**config.mk**
```make
export PLATFORM = sky130hd
export DESIGN_NAME = regfile_dump_reader
export DESIGN_NICKNAME = d
export VERILOG_FILES = /design/src/rtl/regfile_dump_reader.sv
export SDC_FILE = /design/constraint.sdc
export NUM_CORES = 1
export LEC_CHECK = 0
export ABC_AREA = 1
export CAP_MARGIN = 25
export CORE_MARGIN = 2
export CORE_UTILIZATION = 45
export CTS_CLUSTER_DIAMETER = 40
export DETAILED_ROUTE_END_ITERATION = 10
export GPL_TIMING_DRIVEN = 0
export HOLD_SLACK_MARGIN = 0.12
export PLACE_DENSITY = 0.92
export SYNTH_ARGS = -nofsm -noshare
export SYNTH_HDL_FRONTEND = slang
export SYNTH_SLANG_ARGS = --single-unit
```
**constraint.sdc**
```tcl
create_clock -name clk -period 3.3 [get_ports clk]
set_input_delay 0.99 -clock clk [delete_from_list [all_inputs] [get_ports clk]]
set_output_delay 0.99 -clock clk [all_outputs]
set_load 0.01 [all_outputs]
```
**src/rtl/regfile_dump_reader.sv**
```systemverilog
// regfile_dump_reader
// Walks register-file addresses 0..NUM_REGS-1 through a shared read port and
// streams each word out on a valid/ready interface, tagged with its address
// and a last flag.
// Ports:
//   clk, rst               clock and synchronous active-high reset
//   start, abort           begin a dump (IDLE only) / cancel from any state
//   rf_req, rf_gnt         read-port request and grant
//   rf_raddr, rf_rdata     read address out, combinational read data in
//   out_valid, out_ready   output stream handshake
//   out_data, out_addr     captured word and its address
//   out_last               marks the word for address NUM_REGS-1
//   busy, done             activity flag, one-cycle end-of-dump pulse
module regfile_dump_reader #(
    parameter int unsigned NUM_REGS   = 32,
    parameter int unsigned ADDR_WIDTH = 5,
    parameter int unsigned DATA_WIDTH = 32
) (
    input  logic                  clk,
    input  logic                  rst,
    input  logic                  start,
    input  logic                  abort,
    output logic                  rf_req,
    input  logic                  rf_gnt,
    output logic [ADDR_WIDTH-1:0] rf_raddr,
    input  logic [DATA_WIDTH-1:0] rf_rdata,
    output logic                  out_valid,
    input  logic                  out_ready,
    output logic [DATA_WIDTH-1:0] out_data,
    output logic [ADDR_WIDTH-1:0] out_addr,
    output logic                  out_last,
    output logic                  busy,
    output logic                  done
);

    localparam logic [ADDR_WIDTH-1:0] LAST_ADDR = ADDR_WIDTH'(NUM_REGS - 1);

    typedef enum logic [1:0] {
        S_IDLE = 2'd0,
        S_READ = 2'd1,
        S_HOLD = 2'd2,
        S_DONE = 2'd3
    } state_e;

    state_e                  state_q,     state_d;
    logic [ADDR_WIDTH-1:0]   addr_q,      addr_d;
    logic                    rf_req_q,    rf_req_d;
    logic [ADDR_WIDTH-1:0]   rf_raddr_q,  rf_raddr_d;
    logic                    out_valid_q, out_valid_d;
    logic [DATA_WIDTH-1:0]   out_data_q,  out_data_d;
    logic [ADDR_WIDTH-1:0]   out_addr_q,  out_addr_d;
    logic                    out_last_q,  out_last_d;
    logic                    busy_q,      busy_d;
    logic                    done_q,      done_d;

    // Next-state and next-output logic
    always_comb begin
        state_d     = state_q;
        addr_d      = addr_q;
        out_valid_d = out_valid_q;
        out_data_d  = out_data_q;
        out_addr_d  = out_addr_q;
        out_last_d  = out_last_q;

        case (state_q)
            S_IDLE: begin
                if (start) begin
                    state_d = S_READ;
                    addr_d  = '0;
                end
            end
            S_READ: begin
                if (rf_gnt) begin
                    out_data_d  = rf_rdata;
                    out_addr_d  = addr_q;
                    out_last_d  = (addr_q == LAST_ADDR);
                    out_valid_d = 1'b1;
                    state_d     = S_HOLD;
                end
            end
            S_HOLD: begin
                if (out_valid_q && out_ready) begin
                    out_valid_d = 1'b0;
                    if (out_last_q) begin
                        state_d = S_DONE;
                    end else begin
                        addr_d  = addr_q + ADDR_WIDTH'(1);
                        state_d = S_READ;
                    end
                end
            end
            S_DONE: begin
                state_d = S_IDLE;
            end
            default: begin
                state_d = S_IDLE;
            end
        endcase

        // Cancel wins over every other event in the same cycle
        if (abort) begin
            state_d     = S_IDLE;
            addr_d      = '0;
            out_valid_d = 1'b0;
        end

        // Status outputs are registered copies of what the next state implies
        rf_req_d   = (state_d == S_READ);
        rf_raddr_d = rf_req_d ? addr_d : '0;
        busy_d     = (state_d != S_IDLE);
        done_d     = (state_d == S_DONE);
    end

    // State and output registers
    always_ff @(posedge clk) begin
        if (rst) begin
            state_q     <= S_IDLE;
            addr_q      <= '0;
            rf_req_q    <= 1'b0;
            rf_raddr_q  <= '0;
            out_valid_q <= 1'b0;
            out_data_q  <= '0;
            out_addr_q  <= '0;
            out_last_q  <= 1'b0;
            busy_q      <= 1'b0;
            done_q      <= 1'b0;
        end else begin
            state_q     <= state_d;
            addr_q      <= addr_d;
            rf_req_q    <= rf_req_d;
            rf_raddr_q  <= rf_raddr_d;
            out_valid_q <= out_valid_d;
            out_data_q  <= out_data_d;
            out_addr_q  <= out_addr_d;
            out_last_q  <= out_last_d;
            busy_q      <= busy_d;
            done_q      <= done_d;
        end
    end

    assign rf_req    = rf_req_q;
    assign rf_raddr  = rf_raddr_q;
    assign out_valid = out_valid_q;
    assign out_data  = out_data_q;
    assign out_addr  = out_addr_q;
    assign out_last  = out_last_q;
    assign busy      = busy_q;
    assign done      = done_q;

endmodule

```
==> reports/qor.csv <==
metric,value,unit
max-cap-violations,0,
endpoint_kind,output port,
async_flop_share,0,
post_cts_buffers,0,
fmax,433.7,MHz
routed_via_density,4.859,
nets,376,
dp_hpwl,3659,µm
final_cells,389,
n_antenna_cell,0,
hold_buffers,0,
critical_path_class,flip-flop to output port,
setup-violations-final,0,
netSwitchingPower,295.2,µW
core,4324,µm²
routed_wl,4902,µm
relSlewSlack,0.7543,
arrival,1320,ps
netSwitchingFraction,0.2392,
start_kind,flip-flop,
ir_drop,0.2901,mV
hold_depth,2,
initial_core_util,0.4627,
die_area,4995,µm²
ys_types,25,
syn2layout_area_growth,50.03,%
numCtsBuffers,5,
synth_seq_cells,54,
intPower,938.7,µW
ys_warn_count,0,
worstPathRequired,2310,ps
leakage,1.136,nW
tritoncts,built,
clk_latency,310,ps
cp-startpoint,out_last,
cpMaxStageDelayCell,clkdlybuf4s50_1,
rr_endpoint,addr_q[4],
clk_path_buf_depth,2,
first_global_vias,1803,
clock-sinks,54,
grt_pass1_wl,8211,µm
seq_power_share,0.556,
wl_per_cell,12.60,µm
power_density,411.1,nW/µm²
worstPathMaxFanout,4,
drv_slew,0,
port-buffer-count,84,
cts-htree-levels,2,
fp.dieH,70.68,µm
slowest_delay,580,ps
synthTopCellsByArea,"dfxtp_1 (54%), nor2_1 (16%), o21ai_0 (8.3%), nand2_1 (2.4%), buf_6 (2.3%)",
stdcell_area,3002,µm²
power,1.234,mW
p_comb_frac,0.135,
synth_top_area_cell,dfxtp_1,
cts-resized-gates,0,
period_share,0.6987,
vias,1890,
grt_max_degree,17,
regToRegSetupSlack,1820,ps
dpl-instance-area,2907,µm²
reg2reg_depth,6,
cpLargestDelayFamily,buffers and inverters,
io_pins,85,
final_util,0.6942,
worstHoldStart,out_data[19],
cts.clk_slew.worst_paths,90,ps
synth_top_flop_cell,dfxtp_1,
fin_ws,994.3,ps
syn_nets,285,
status,finished clean,
hold_end,out_data[19],
worst_pin_slew,368.5,ps
netlist_area,2001,µm²
dr.pass1.iters,4,
hp-class,flip-flop to flip-flop,
avgSynthCellArea,8.166,µm²
crit_cells,1,
drive_above_1_share,0.09199,
crit_buf_inv,1,
fin_crit,2306,ps
holdWs,488.8,ps
ys_top_cells_by_count,"nor2_1 (86), dfxtp_1 (54), o21ai_0 (33)",
r2r_start,addr_q[1],
clockRootBuffer,clkbuf_8,
setup_tns,0,ps
rsz0062_at_grt,no,
pwr-share-clk,0.309,
ys_seq_area_frac,0.5403,
synth_top_area_share,0.5403,
synth.most_common_cell,nor2_1,
synth_edf_count,0,
crit_chain,clkdlybuf4s50_1,
place_inst,381,
finalClockSkew,5.066,ps
drtIter0Drc,56,
antenna_found_initial,0,
postSynthCellCount,245,
grt-ovfl-total,0,
dpl_worst_slack,795.2,ps
rows,24,
postRouteAntennaNets,0,
drcViolationCount,0,
grt_usage,0.2074,
hold_violations,0,
die_w,70.68,µm
gp_congestion,0.8541,
==> area by class of cell <==
class	count	area (µm²)
timing repair buffer	84	840.8
multi-input combinational	166	789.5
clock buffer	6	82.58
buffer	11	76.32
clock inverter	2	12.51
inverter	14	53.80
tap	52	65.06
fill	354	1323
sequential	54	1081
==> flip-flops by register name, indices dropped and copies added (netlist names) <==
register / flops
rf_raddr: 5
out_last: 1
state_q: 2
rf_req: 1
out_data: 32
busy: 1
done: 1
out_addr: 5
addr_q: 5
out_valid: 1
==> how the worst max path moves through the flow <==
| stage | end |
|---|---|
| after floorplan | rf_raddr[3] |
| after global placement | out_data[21] |
| after detailed placement | out_data[28] |
| after CTS | out_last |
| after global routing | out_data[29] |
| final | out_last |
==> power groups by stage <==
stage / clock (mW) / sequential [mW] / combinational (mW)
after floorplan: 0 / 0.710 / 0.0583
after global placement: 0 / 0.700 / 0.163
after detailed placement: 0 / 0.701 / 0.167
after CTS: 0.391 / 0.686 / 0.168
after global routing: 0.422 / 0.689 / 0.184
final: 0.381 / 0.686 / 0.167
==> tightest hold or removal path, stage by stage, from the launching register on <==
cell	delay (ps)
dfxtp_1	340
nor2_1	50
nor2_1	80
==> routing by layer <==
metal  track usage  up-vias  wire, µm
li1              -      959         -
met1        0.2406      862      2073
met2        0.3721       61      2478
met3       0.06125        8       307
met4       0.05870        0        42
met5             0        -         0
==> cells in the final DEF (no fill, tap or decap), types with 4 or more instances in the layout <==
master / instances
clkbuf_1: 5
clkdlybuf4s50_1: 84
o21ai_2: 4
clkbuf_8: 6
a21oi_1: 5
buf_6: 4
dfxtp_1: 54
o21ai_1: 6
o21ai_0: 33
inv_1: 11
nand3_1: 4
nor2_1: 86
nand2_1: 13
==> kinds of logic (layout without fill, tap and decap cells) <==
kind of cell / Yosys count / in the layout / share of synthesized area
AOI/OAI and AO/OA: 53 / 53 / 0.1520
adders and majority gates: 2 / 2 / 0.01251
buffers and inverters: 25 / 117 / 0.06504
DFF: 54 / 54 / 0.5403
and+or+nand+nor: 111 / 111 / 0.2301
Note: power is estimated with default switching activity, not from simulation.
